### config.mk
export PLATFORM = sky130hd
export DESIGN_NAME = if_stage
export DESIGN_NICKNAME = d
export VERILOG_FILES = /design/src/rtl/if_stage_pkg.sv /design/src/rtl/if_next_pc.sv /design/src/rtl/if_stage.sv
export SDC_FILE = /design/constraint.sdc
export NUM_CORES = 1
export LEC_CHECK = 0
export ABC_CLOCK_PERIOD_IN_PS = 3500
export CAP_MARGIN = 20
export CORE_MARGIN = 1.5
export CORE_UTILIZATION = 40
export DETAILED_ROUTE_END_ITERATION = 8
export PLACE_DENSITY = 0.91
export SETUP_SLACK_MARGIN = 0.02
export SYNTH_ARGS = -nofsm -noshare
export SYNTH_HDL_FRONTEND = slang
export SYNTH_HIERARCHICAL = 1
export SYNTH_SLANG_ARGS = --single-unit
### constraint.sdc
create_clock -name clk_i -period 3.5 [get_ports clk_i]
set_input_delay 0.7 -clock clk_i [delete_from_list [all_inputs] [get_ports clk_i]]
set_output_delay 0.7 -clock clk_i [all_outputs]
set_load 0.03 [all_outputs]
### src/rtl/if_stage_pkg.sv
// rtl/if_stage_pkg.sv - shared encodings and constants for the instruction fetch stage
//
// Purpose : jump/jr control encodings from the decoder, the bubble (NOP)
//           word, the reset PC, and the j/jal target helper.
// Ports   : none (package).

package if_stage_pkg;

    typedef enum logic [1:0] {
        JJR_NONE = 2'b00,
        JJR_JR   = 2'b01,
        JJR_J    = 2'b10
    } jjr_e;

    localparam logic [31:0] NOP_WORD = 32'h0000_0000;
    localparam logic [31:0] RESET_PC = 32'h0000_0000;

    // Pseudo-direct j/jal target: region bits of the link PC, word index from
    // the instruction, word-aligned.
    function automatic logic [31:0] j_target(input logic [3:0]  region,
                                             input logic [25:0] index);
        return {region, index, 2'b00};
    endfunction

endpackage

### src/rtl/if_next_pc.sv
// rtl/if_next_pc.sv - combinational next-PC selection for the fetch stage
//
// Purpose : picks the next fetch address: flush target, held PC, j/jal
//           target, jr register value, or sequential PC+4 (highest first).
// Ports   : pc_i            current PC
//           seq_pc_i        current PC + 4 (modulo 2^32)
//           flush_i         branch redirect, overrides everything
//           branch_target_i branch redirect address
//           stall_i         hold the PC
//           ifid_valid_i    IF/ID holds a real instruction
//           jjr_i           decoder jump class (NONE/JR/J)
//           jump_region_i   IF/ID PC+4 bits [31:28]
//           jump_index_i    IF/ID instruction bits [25:0]
//           jr_addr_i       rs value for jr
//           next_pc_o       selected next PC
//           jump_taken_o    a j/jal or jr redirect is being taken

import if_stage_pkg::*;

module if_next_pc (
    input  logic [31:0] pc_i,
    input  logic [31:0] seq_pc_i,
    input  logic        flush_i,
    input  logic [31:0] branch_target_i,
    input  logic        stall_i,
    input  logic        ifid_valid_i,
    input  logic [1:0]  jjr_i,
    input  logic [3:0]  jump_region_i,
    input  logic [25:0] jump_index_i,
    input  logic [31:0] jr_addr_i,
    output logic [31:0] next_pc_o,
    output logic        jump_taken_o
);

    always_comb begin
        next_pc_o    = seq_pc_i;
        jump_taken_o = 1'b0;
        if (flush_i) begin
            next_pc_o = branch_target_i;
        end else if (stall_i) begin
            next_pc_o = pc_i;
        end else if (ifid_valid_i && (jjr_i == JJR_J)) begin
            // A bubble in IF/ID carries no jump, so jjr is only trusted when valid.
            next_pc_o    = j_target(jump_region_i, jump_index_i);
            jump_taken_o = 1'b1;
        end else if (ifid_valid_i && (jjr_i == JJR_JR)) begin
            next_pc_o    = jr_addr_i;
            jump_taken_o = 1'b1;
        end
    end

endmodule

### src/rtl/if_stage.sv
// rtl/if_stage.sv - instruction fetch stage: PC register, IF/ID register, perf counters
//
// Purpose : fetches from a combinational instruction memory, registers the
//           instruction and its PC+4 into IF/ID, and redirects on flush/jump
//           by inserting a single bubble.
// Config  : IF_PERF_CNT_EN defined -> saturating fetch/stall/flush counters;
//           undefined -> counter outputs tied to 0, no counter flops.
// Ports   : clk_i, rst_i (async active-low)
//           imem_addr_o / imem_data_i   fetch address and returned word
//           stall_i, flush_i, branch_target_i, jjr_i, jr_addr_i  control
//           instr_o, pc_plus4_o, valid_o                          IF/ID
//           cnt_fetch_o, cnt_stall_o, cnt_flush_o                 counters

import if_stage_pkg::*;

module if_stage (
    input  logic        clk_i,
    input  logic        rst_i,
    output logic [31:0] imem_addr_o,
    input  logic [31:0] imem_data_i,
    input  logic        stall_i,
    input  logic        flush_i,
    input  logic [31:0] branch_target_i,
    input  logic [1:0]  jjr_i,
    input  logic [31:0] jr_addr_i,
    output logic [31:0] instr_o,
    output logic [31:0] pc_plus4_o,
    output logic        valid_o,
    output logic [31:0] cnt_fetch_o,
    output logic [31:0] cnt_stall_o,
    output logic [31:0] cnt_flush_o
);

    logic [31:0] pc_q, pc_d;
    logic [31:0] instr_q, instr_d;
    logic [31:0] pc4_q, pc4_d;
    logic        valid_q, valid_d;
    logic [31:0] seq_pc;
    logic        jump_taken;
    logic        bubble;
    logic        load;

    assign seq_pc = pc_q + 32'd4;

    if_next_pc u_next_pc (
        .pc_i            (pc_q),
        .seq_pc_i        (seq_pc),
        .flush_i         (flush_i),
        .branch_target_i (branch_target_i),
        .stall_i         (stall_i),
        .ifid_valid_i    (valid_q),
        .jjr_i           (jjr_i),
        .jump_region_i   (pc4_q[31:28]),
        .jump_index_i    (instr_q[25:0]),
        .jr_addr_i       (jr_addr_i),
        .next_pc_o       (pc_d),
        .jump_taken_o    (jump_taken)
    );

    // The word fetched alongside a redirect is on the wrong path, so it is
    // replaced by a bubble; flush wins over stall.
    assign bubble = flush_i | jump_taken;
    assign load   = ~bubble & ~stall_i;

    always_comb begin
        instr_d = instr_q;
        pc4_d   = pc4_q;
        valid_d = valid_q;
        if (bubble) begin
            instr_d = NOP_WORD;
            pc4_d   = 32'h0;
            valid_d = 1'b0;
        end else if (load) begin
            instr_d = imem_data_i;
            pc4_d   = seq_pc;
            valid_d = 1'b1;
        end
    end

    always_ff @(posedge clk_i or negedge rst_i) begin
        if (!rst_i) begin
            pc_q    <= RESET_PC;
            instr_q <= NOP_WORD;
            pc4_q   <= 32'h0;
            valid_q <= 1'b0;
        end else begin
            pc_q    <= pc_d;
            instr_q <= instr_d;
            pc4_q   <= pc4_d;
            valid_q <= valid_d;
        end
    end

    assign imem_addr_o = pc_q;
    assign instr_o     = instr_q;
    assign pc_plus4_o  = pc4_q;
    assign valid_o     = valid_q;

`ifdef IF_PERF_CNT_EN
    logic [31:0] cnt_fetch_q, cnt_stall_q, cnt_flush_q;
    logic        stall_event;

    assign stall_event = stall_i & ~flush_i;

    always_ff @(posedge clk_i or negedge rst_i) begin
        if (!rst_i) begin
            cnt_fetch_q <= 32'h0;
            cnt_stall_q <= 32'h0;
            cnt_flush_q <= 32'h0;
        end else begin
            if (load && (cnt_fetch_q != 32'hFFFF_FFFF)) begin
                cnt_fetch_q <= cnt_fetch_q + 32'd1;
            end
            if (stall_event && (cnt_stall_q != 32'hFFFF_FFFF)) begin
                cnt_stall_q <= cnt_stall_q + 32'd1;
            end
            if (bubble && (cnt_flush_q != 32'hFFFF_FFFF)) begin
                cnt_flush_q <= cnt_flush_q + 32'd1;
            end
        end
    end

    assign cnt_fetch_o = cnt_fetch_q;
    assign cnt_stall_o = cnt_stall_q;
    assign cnt_flush_o = cnt_flush_q;
`else
    assign cnt_fetch_o = 32'h0;
    assign cnt_stall_o = 32'h0;
    assign cnt_flush_o = 32'h0;
`endif

endmodule
Yosys cells after proc, flatten, opt, wreduce, memory -nomap -nowiden
Index checks and enable logic that the tools add are counted.
Widths: inputs -> output; s select.
Word-level totals
  memories kept: 0
  output and inout port bits: 193
  latch bits: 0
  register bits after elaboration: 97
  memory bits (writable): 0
  input bits: 102
  word-level logic and storage cells: 29
  bits in read-only memories: 0
Operators by class
  shift operators: 0
  multiplexer cells: 14
  multiply operators: 0
  magnitude comparators: 0
  equal/unequal tests: 3
  divide/modulo/power cells: 0
  $add $sub $neg: 1
  reduce and logical (&&, ||, !) cells: 3
  bitwise gates (word level): 4
Operator list (count)
  $mux 32: 8
  $add 32x3->32 const B: 1
  $mux 1: 6
  $eq 2x1->1 const B: 1
  $eq 2x2->1 const B: 1
  $logic_and 1x1->1: 2
  $ne 2x1->1 const B: 1
  $not 1->1: 2
  $reduce_bool 2->1: 1
  $and 1x1->1: 1
  $or 1x1->1: 1

Logic depth before layout (Yosys ltp)
Gate-level depths: netlist (run 1).
  depth after elaboration: 11
  depth in mapped cells: 10
  mapped depth without buffers: 7

Hierarchy
Netlist (run 1), hierarchy kept.
Modules (own cells, without submodules)
  if_stage: seq. area each 2427.3 um2, cells an instance 425, times used 1, area an instance 4693.3 um2
  if_next_pc: seq. area each 0.0 um2, cells an instance 165, times used 1, area an instance 1164.9 um2

Least setup slack after synthesis (run 1)
No wires, ideal clock.
  kind: input -> register
  start: in stall_i
  end: reg pc4_q[27] (netlist: pc_plus4_o[27])
  stages: 9
  setup time: 0.126 ns
  arrival: 2.519 ns
  path buffers: 4
  data required time: 3.374 ns
  path slack: 0.855 ns
  path through: or2_1 clkbuf_1 buf_2 nor3_1 or3_1 clkbuf_1 clkbuf_1 nor2_1 a221o_1
Between the ends
  longest elaborated chain between the ends: 6
  elaborated cells on any way between the ends: 8
  those cells by class: mux (3); bitwise (4); reduce/logical (1)
RTL lines
  start, declared: RTL line if_stage.sv:21  | input logic stall_i,
  $mux 1 (*): RTL line if_next_pc.sv:40  | end else if (stall_i) begin
  $mux 1 (*): RTL line if_next_pc.sv:38  | if (flush_i) begin
  net jump_taken: RTL line if_stage.sv:39  | logic jump_taken;
  $or 1x1->1 (*): RTL line if_stage.sv:62  | assign bubble = flush_i | jump_taken;
  $not 1->1: RTL line if_stage.sv:63  | assign load = ~bubble & ~stall_i;
  $and 1x1->1: RTL line if_stage.sv:63
  $reduce_bool 2->1 (no line)
  end signal, assigned: RTL line if_stage.sv:89  | pc4_q <= pc4_d;
  end, declared: RTL line if_stage.sv:36  | logic [31:0] pc4_q, pc4_d;
The timed path passes the listed nets; every way through them passes the cells marked *.
A chain may end at the register's enable or synchronous reset.

Final worst setup path (run 1)
  start: in flush_i
  end: reg pc4_q[20] (netlist: pc_plus4_o[20])
Between the ends
  longest elaborated chain between the ends: 5
  elaborated cells on any way between the ends: 6
  those cells by class: mux (2); bitwise (3); reduce/logical (1)
RTL lines
  start, declared: RTL line if_stage.sv:22  | input logic flush_i,
  $mux 1 (*): RTL line if_next_pc.sv:38
  net jump_taken: RTL line if_stage.sv:39
  $or 1x1->1 (*): RTL line if_stage.sv:62
  $not 1->1: RTL line if_stage.sv:63
  $and 1x1->1: RTL line if_stage.sv:63
  $reduce_bool 2->1 (no line)
Marks and branches as above.

==> flow_summary.ini, run 1 <==
[die]
std_cell_rows = 44
design.core.area_mm2 = 0.0144
ios = 295
die_h_um = 124
start_util_pct = 40.6
dieArea_mm2 = 0.0154
die_x_um = 124

[global_route]
grt_pass1_wl_um = 27200
grt.overflow.total = 0
antenna_found_initial = 0
grtUsageTotal_pct = 22.9
grt_max_degree = 54
first_global_vias = 5077

[cells_and_area]
final_cells = 957
mostFrequentLayoutCells = 197 x clkdlybuf4s50_1, 97 x dfrtp_1, 96 x conb_1
nFillCells = 1263
drive_above_1_share_pct = 8.02
area_growth_pct = 35.6
final_common_cell = clkdlybuf4s50_1
nNetsFinal = 871
antenna_cells = 0

[clocking]
cts_made_buffers = 9
clkLatencyLatePin_ps = 340
root_buffer = clkbuf_16
cts_setup_buffers = 0
cts_sinks = 97
cts.repair.resized = 0
cts_tree = done
clock_path_buffers = 2
htreeDepth = 3
cts_hold_buf = 0
clkTransAtPathRegs_ps = 70

[logic_synthesis]
synth_top_area_share_pct = 41.4
ys_ff_latch = 97
synth_cells = 590
syn_avg_cell_area_um2 = 9.93
ys_warn_count = 6
seq_area_frac_synth_pct = 41.4
synth_area_leaders = dfrtp_1 41%, buf_4 13%, a22o_1 7.2%
synth_top_cell_by_area = dfrtp_1
synth_cell_types = 48
syn_area_mm2 = 0.00586

[route]
vias = 5299
wl_per_cell_um = 18.6
drt_iter0_drc = 383
viasPerCell = 5.54
drc = 0
first_pass_iters = 5
drt_wl_total_um = 17800
ant_nets = 0

[worst_setup_path]
crit_slowest_cell = clkdlybuf4s50_1
startpoint_type = input port
crit_path_cell_trace = clkdlybuf4s50_1 -> or2_2 -> nor3_1 -> buf_4 -> or3_1 -> buf_4 -> nor2_1 -> and3_1 -> a211o_1
slowest_delay_ps = 570
endpoint_kind = register
crit_buf_inv = 3
crit_start = flush_i
critPathMaxFanout = 11
critPathRequiredTime_ps = 3730
cp.arrival_ps = 2880
crit_top_cell = buf_4
timing.rr.start = imem_addr_o[2]
path_class = in -> reg
path_delay_family = simple AND/OR/NAND/NOR gates

[power]
p_total_mw = 3.46
power_density_mw_per_mm2 = 435
leakagePower_nw = 3.46
ir_drop_v = 0.000252

[place]
place_inst = 941
dp_slack_ps = 487
dp_hpwl_um = 12300
portBuffers = 198
gp_congestion = 0.832

[timing]
fmax_mhz = 377
period_needed_ps = 2650
worstMarginPinSlew_ps = 711
skew_ps = 6.38
hold_ws_ps = 350
setup_viol = 0
fin_ws_ps = 848
maxSlewHeadroom_pct = 52.2
finalMaxSlewViolations = 0
period_share_pct = 75.8
hold_violations = 0
rsz0062_at_grt = no
tns_ps = 0

[flow_run]
maxCapViolations = 0

[hold_path]
worstHoldPathType = in -> async

[run_status]
status = finished clean
## area by class of cell
cell class	instances	area, µm²	share of cell area [%]
clock inverters	2	35.0	0.441
repair buffers	215	2120	26.7
inverters	7	26.3	0.331
multi-input cells	438	2830	35.6
well taps	184	230	2.90
clock buffers	14	274	3.45
flip-flops and latches	97	2430	30.6
## registers in the layout, summed over array words and instances (netlist names)
register     cells
instr_o         32
pc_plus4_o      32
valid_o          1
imem_addr_o     32
## cells by family (layout without fill, tap and decap cells)
kind of cell	after synthesis	in the layout	share of synthesized area, %
fa+ha+maj	1	1	0.214
simple gates	105	105	10.2
compound gates	208	208	27.1
other cells	1	96	0.0640
xor+xnor	28	28	4.19
buf+inv	150	238	16.8
flops	97	97	41.4
## worst paths after layout
| check | endpoint | depth (start not counted) | slack (ps) |
|---|---|---|---|
| worst max-delay path | pc_plus4_o[20] | 9 | 850 |
| worst min-delay path | instr_o[27] | 1 | 350 |
| worst max register to register | imem_addr_o[28] | 8 | 980 |
| worst min register to register | pc_plus4_o[9] | 1 | 510 |
| max in group asynchronous | imem_addr_o[12] | 2 | 2440 |
| min in group clk_i | pc_plus4_o[9] | 1 | 510 |
## synthesized netlist by cell type (all sizes together)
cell and count:
nor4 6, and3b 3, or4 2, xor2 16, nand2 25, or3 2
a211o 4, a221o 8, a22o 48, xnor2 12, nand3 12, a221oi 30
inv 7, and4b 1, and2 2, or2 1, buf 112, nand2b 1
o311ai 2, and4 3, nor2 15, a21oi 37, dfrtp 97, ha 1
nor3 9, a31oi 6, o211ai 1, o22ai 31, or4b 1, nor3b 2
a211oi 2, and3 11, a41oi 2, o21ai 35, conb 1, a32oi 2
clkbuf 31, nand4 8, and4bb 1
## power breakdown
part	total [mW]	switching [mW]	internal, mW
Sequential	1.36	0.141	1.22
Combinational	1.06	0.643	0.417
Clock	1.03	0.422	0.613
## through the flow
stage,area (µm²),util (%)
6_report,7940,55.1
5_1_grt,7940,55.1
4_1_cts,7940,55.1
3_5_place_dp,7630,52.9
3_3_place_gp,7630,52.9
2_1_floorplan,6210,-
## worst reg2reg max path: stages, from the launching register on
cell      delay (ps)
dfrtp_1          540
ha_1             250
nand3_1          320
nor4_2           300
buf_4            290
nand4_1          150
xnor2_1          190
o21ai_0          100
a221oi_1         280
## layer usage
metal / GRT usage (%) / vias up / wire length (µm)
li1: - / 2386 / -
met1: 29.1 / 2585 / 7320
met2: 38.3 / 295 / 8720
met3: 4.17 / 33 / 1360
met4: 9.23 / 0 / 367
met5: 0 / - / 0
No activity file was read; power rests on OpenSTA's default activity.
==> inputs of run 2 (changes only) <==
ABC_CLOCK_PERIOD_IN_PS = 2450   (was 3500)
clock period = 2.45 ns   (was 3.5 ns; I/O delays follow)
==> run 2 against run 1 <==
Against the previous run:
- die area is the same
- power grew 45%
- global-route usage rose by 0.61 points
- largest cell class unchanged
- largest power group unchanged
==> flow_summary.ini, run 2 (synthesis gave the netlist of run 1 again) <==
[timing]
fmax_mhz = 467
fin_ws_ps = 309
skew_ps = 8.52
period_share_pct = 87.4
setup_viol = 0
maxSlewHeadroom_pct = 63.8
rsz0062_at_grt = no
worstMarginPinSlew_ps = 543
period_needed_ps = 2140
finalMaxSlewViolations = 0
hold_violations = 0

[cells_and_area]
drive_above_1_share_pct = 10.5
area_growth_pct = 39.6
multiInputGateArea_mm2 = 0.00283
final_common_cell = clkdlybuf4s50_1
nFillCells = 1247
mostFrequentLayoutCells = 197 x clkdlybuf4s50_1, 97 x dfrtp_1, 96 x conb_1
fin_util_pct = 56.7
antenna_cells = 0
nNetsFinal = 891
seqCellArea_mm2 = 0.00243

[worst_setup_path]
path_depth = 9
startpoint_type = input port
cp.arrival_ps = 2430
crit_buf_inv = 3
critPathRequiredTime_ps = 2730
path_delay_family = buffers and inverters
crit_slowest_cell = clkdlybuf4s50_1
r2r_cells = 6
path_class = in -> reg
crit_path_cell_trace = clkdlybuf4s50_1 -> xnor2_2 -> nor3_1 -> buf_4 -> nor3_2 -> buf_12 -> nand2_1 -> a41oi_1 -> a221o_1
slowest_delay_ps = 460
critPathMaxFanout = 28
endpoint_kind = register

[power]
p_total_mw = 5.01
p_seq_share_pct = 38.4
ir_drop_v = 0.000394
swShare_pct = 35.0
leakagePower_nw = 3.59
power_density_mw_per_mm2 = 613
p_switching_mw = 1.76
clkPwrFrac_pct = 29.7
p_int_mw = 3.26
power_frac_comb_pct = 31.8

[route]
drc = 0
wl_per_cell_um = 18.8
drt_wl_total_um = 18300
vias = 5418
first_pass_iters = 5
ant_nets = 0
viasPerCell = 5.55
drt_iter0_drc = 378

[global_route]
first_global_vias = 5097
antenna_found_initial = 0
grt_pass1_wl_um = 27700
grt.overflow.total = 0
grtUsageTotal_pct = 23.5
grt_max_degree = 59

[die]
die_h_um = 124
die_x_um = 124
std_cell_rows = 44
dieArea_mm2 = 0.0154
ios = 295
start_util_pct = 40.6
design.core.area_mm2 = 0.0144

[clocking]
clock_path_buffers = 2
cts_sinks = 97
cts_setup_buffers = 0
cts_hold_buf = 1
htreeDepth = 3
clkTransAtPathRegs_ps = 70
root_buffer = clkbuf_16
cts_tree = done
clkLatencyLatePin_ps = 350
cts.repair.resized = 0
cts_made_buffers = 9

[place]
portBuffers = 198
dp_hpwl_um = 13000
gp_congestion = 0.832
dp_slack_ps = -23.1

[hold_path]
hold_depth = 1
worstHoldPathType = reg -> reg

[run_status]
status = finished clean

[flow_run]
maxCapViolations = 0
## run 2: worst paths after layout
check | from | endpoint | slack [ps]
setup / recovery | jjr_i[0] | pc_plus4_o[22] | 310
hold / removal | pc_plus4_o[18] | pc_plus4_o[18] | 500
setup reg to reg | imem_addr_o[4] | imem_addr_o[23] | 310
hold reg to reg | pc_plus4_o[18] | pc_plus4_o[18] | 500
max in group asynchronous | rst_i | instr_o[0] | 1320
min in group asynchronous | rst_i | pc_plus4_o[2] | 540
## run 2: metal layers
layer	global-route usage [%]	wire length [µm]
met1	31.3	7830
met5	0	0
met3	3.53	1130
met4	8.10	337
met2	38.9	9050
## run 2: cell type report
class | count | share of cell area (%)
clock buffers | 12 | 3.26
clock inverters | 4 | 0.597
inverters | 7 | 0.321
multi-input cells | 438 | 34.6
flip-flops and latches | 97 | 29.7
well taps | 184 | 2.82
repair buffers | 235 | 28.7
## run 2: through the flow
| step | area (µm²) | hold WS [ps] | std cells | setup TNS (ps) |
|---|---|---|---|---|
| 3_5_place_dp | 7850 | 362 | 960 | -59.2 |
| 5_1_grt | 8180 | 510 | 977 | 0 |
| 4_1_cts | 8180 | 498 | 977 | 0 |
| 2_1_floorplan | 6220 | 194 | 685 | 0 |
| 3_3_place_gp | 7850 | 364 | 960 | 0 |
| 6_report | 8180 | 496 | 977 | 0 |
## run 2: power by group through the flow
stage	combinational [mW]	sequential (mW)	clock [mW]
floorplan	0.743	2.19	0
global placement	1.56	1.94	0
detailed placement	1.58	1.95	0
CTS	1.59	1.92	1.52
global route	1.70	1.95	1.58
finish	1.60	1.93	1.49
==> inputs of run 3 (changes only) <==
MAX_ROUTING_LAYER = met4   (was unset)
==> run 3 against run 2 <==
Against the previous run:
- register-to-register slack improved by 20 ps
- power is essentially flat
- critical path depth did not move
- die area did not move
- utilization unchanged
- highest routed layer unchanged
- sequential cell count did not move
- sequential share of layout area stayed put
- clock skew decreased by 0.86 ps
- count of clock-buffer cells in the layout is the same
- maximum frequency about the same
==> flow_summary.ini, run 3 (synthesis gave the netlist of run 1 again) <==
[worst_setup_path]
crit_path_cell_trace = clkdlybuf4s50_1 -> xnor2_2 -> nor3_1 -> buf_4 -> nor3_2 -> buf_12 -> nand2_1 -> a41oi_1 -> a221o_1
path_delay_family = buffers and inverters
critPathRequiredTime_ps = 2740
r2r_cells = 6
cp.arrival_ps = 2430
crit_buf_inv = 3
slowest_delay_ps = 460
path_class = in -> reg
endpoint_kind = register
rrSetupSlack_ps = 330
timing.rr.start = imem_addr_o[4]
critPathMaxFanout = 28
crit_slowest_cell = clkdlybuf4s50_1
rr_endpoint = imem_addr_o[23]
startpoint_type = input port

[place]
portBuffers = 198
place_area_mm2 = 0.00785
dp_hpwl_um = 13000
gp_congestion = 0.845
dp_slack_ps = -23.1
place_inst = 960

[clocking]
clkTransAtPathRegs_ps = 70
cts_made_buffers = 9
cts_tree = done
cts_hold_buf = 1
root_buffer = clkbuf_16
clock_path_buffers = 2
cts.repair.resized = 0
clkLatencyLatePin_ps = 350
cts_sinks = 97
cts_setup_buffers = 0
htreeDepth = 3

[hold_path]
hold_start = pc_plus4_o[18]
worstHoldEndpoint = pc_plus4_o[18]
worstHoldPathType = reg -> reg
hold_depth = 1

[cells_and_area]
antenna_cells = 0
area_growth_pct = 39.6
nNetsFinal = 891
design_area_mm2 = 0.00818
mostFrequentLayoutCells = 197 x clkdlybuf4s50_1, 97 x dfrtp_1, 96 x conb_1
final_common_cell = clkdlybuf4s50_1
final_cells = 977
drive_above_1_share_pct = 10.5

[route]
ant_nets = 0
first_pass_iters = 5
vias = 5416
wl_per_cell_um = 18.7
viasPerCell = 5.54
drt_wl_total_um = 18200
drt_iter0_drc = 406
drc = 0

[power]
ir_drop_v = 0.000390
power_density_mw_per_mm2 = 613
leakagePower_nw = 3.59

[global_route]
grt_max_degree = 59
antenna_found_initial = 0
grt_pass1_wl_um = 27700
grt.overflow.total = 0
grtUsageTotal_pct = 24.1
first_global_vias = 5095

[die]
std_cell_rows = 44
die_x_um = 124
die_h_um = 124
dieArea_mm2 = 0.0154
design.core.area_mm2 = 0.0144
ios = 295
start_util_pct = 40.6

[timing]
period_needed_ps = 2140
hold_ws_ps = 496
skew_ps = 7.66
finalMaxSlewViolations = 0
period_share_pct = 87.4
maxSlewHeadroom_pct = 63.5
fmax_mhz = 467
setup_viol = 0
fin_ws_ps = 308
worstMarginPinSlew_ps = 548
hold_violations = 0
rsz0062_at_grt = no

[flow_run]
maxCapViolations = 0

[run_status]
status = finished clean
[run 3: cell counts in the layout (fill, tap and decap cells not counted)]
No cell type changed its count.
[run 3: cell type report]
type | count | area (µm²)
inverter | 7 | 26.3
fill | 1247 | 6250
clock buffer | 12 | 267
clock inverter | 4 | 48.8
timing repair buffer | 235 | 2350
sequential | 97 | 2430
multi-input combinational | 438 | 2830
tap | 184 | 230
[run 3: per-stage QoR]
stage	utilization (%)	total power, mW	setup TNS [ps]
floorplan	-	2.94	0
global placement	54.4	3.50	0
detailed placement	54.4	3.54	-59.2
CTS	56.7	5.03	0
global route	56.7	5.23	0
finish	56.7	5.01	0
[run 3: worst reg2reg max path, stage by stage (launching register included)]
cell     delay [ps]
dfrtp_1         470
nand4_1         300
or4_1           630
nor3_1          220
xor2_1          160
o21ai_0         120
a21oi_1         150
[run 3: layer usage]
layer / share of wire (%) / track usage, % / up-vias
li1: - / - / 2425
met1: 42 / 31.4 / 2658
met2: 49 / 39.0 / 302
met3: 7.3 / 3.30 / 31
met4: 2.1 / 8.10 / 0
met5: 0 / - / -
[run 3: how the worst max path moves through the flow]
stage,start,endpoint,slack [ps],depth (start not counted)
detailed placement,jjr_i[0],pc_plus4_o[22],-20,9
CTS,imem_addr_o[21],imem_addr_o[21],310,1
global placement,jjr_i[0],pc_plus4_o[30],30,9
finish,jjr_i[0],pc_plus4_o[22],310,9
global route,imem_addr_o[3],imem_addr_o[30],150,8
floorplan,stall_i,pc_plus4_o[27],90,9
[run 3: report_power, final]
group          leakage, nW  total, mW  internal (mW)  switching [mW]
clock                0.159       1.49          0.876           0.616
combinational         2.21       1.59          0.639           0.955
sequential            1.22       1.93           1.74           0.185
total                 3.59       5.01           3.26            1.76
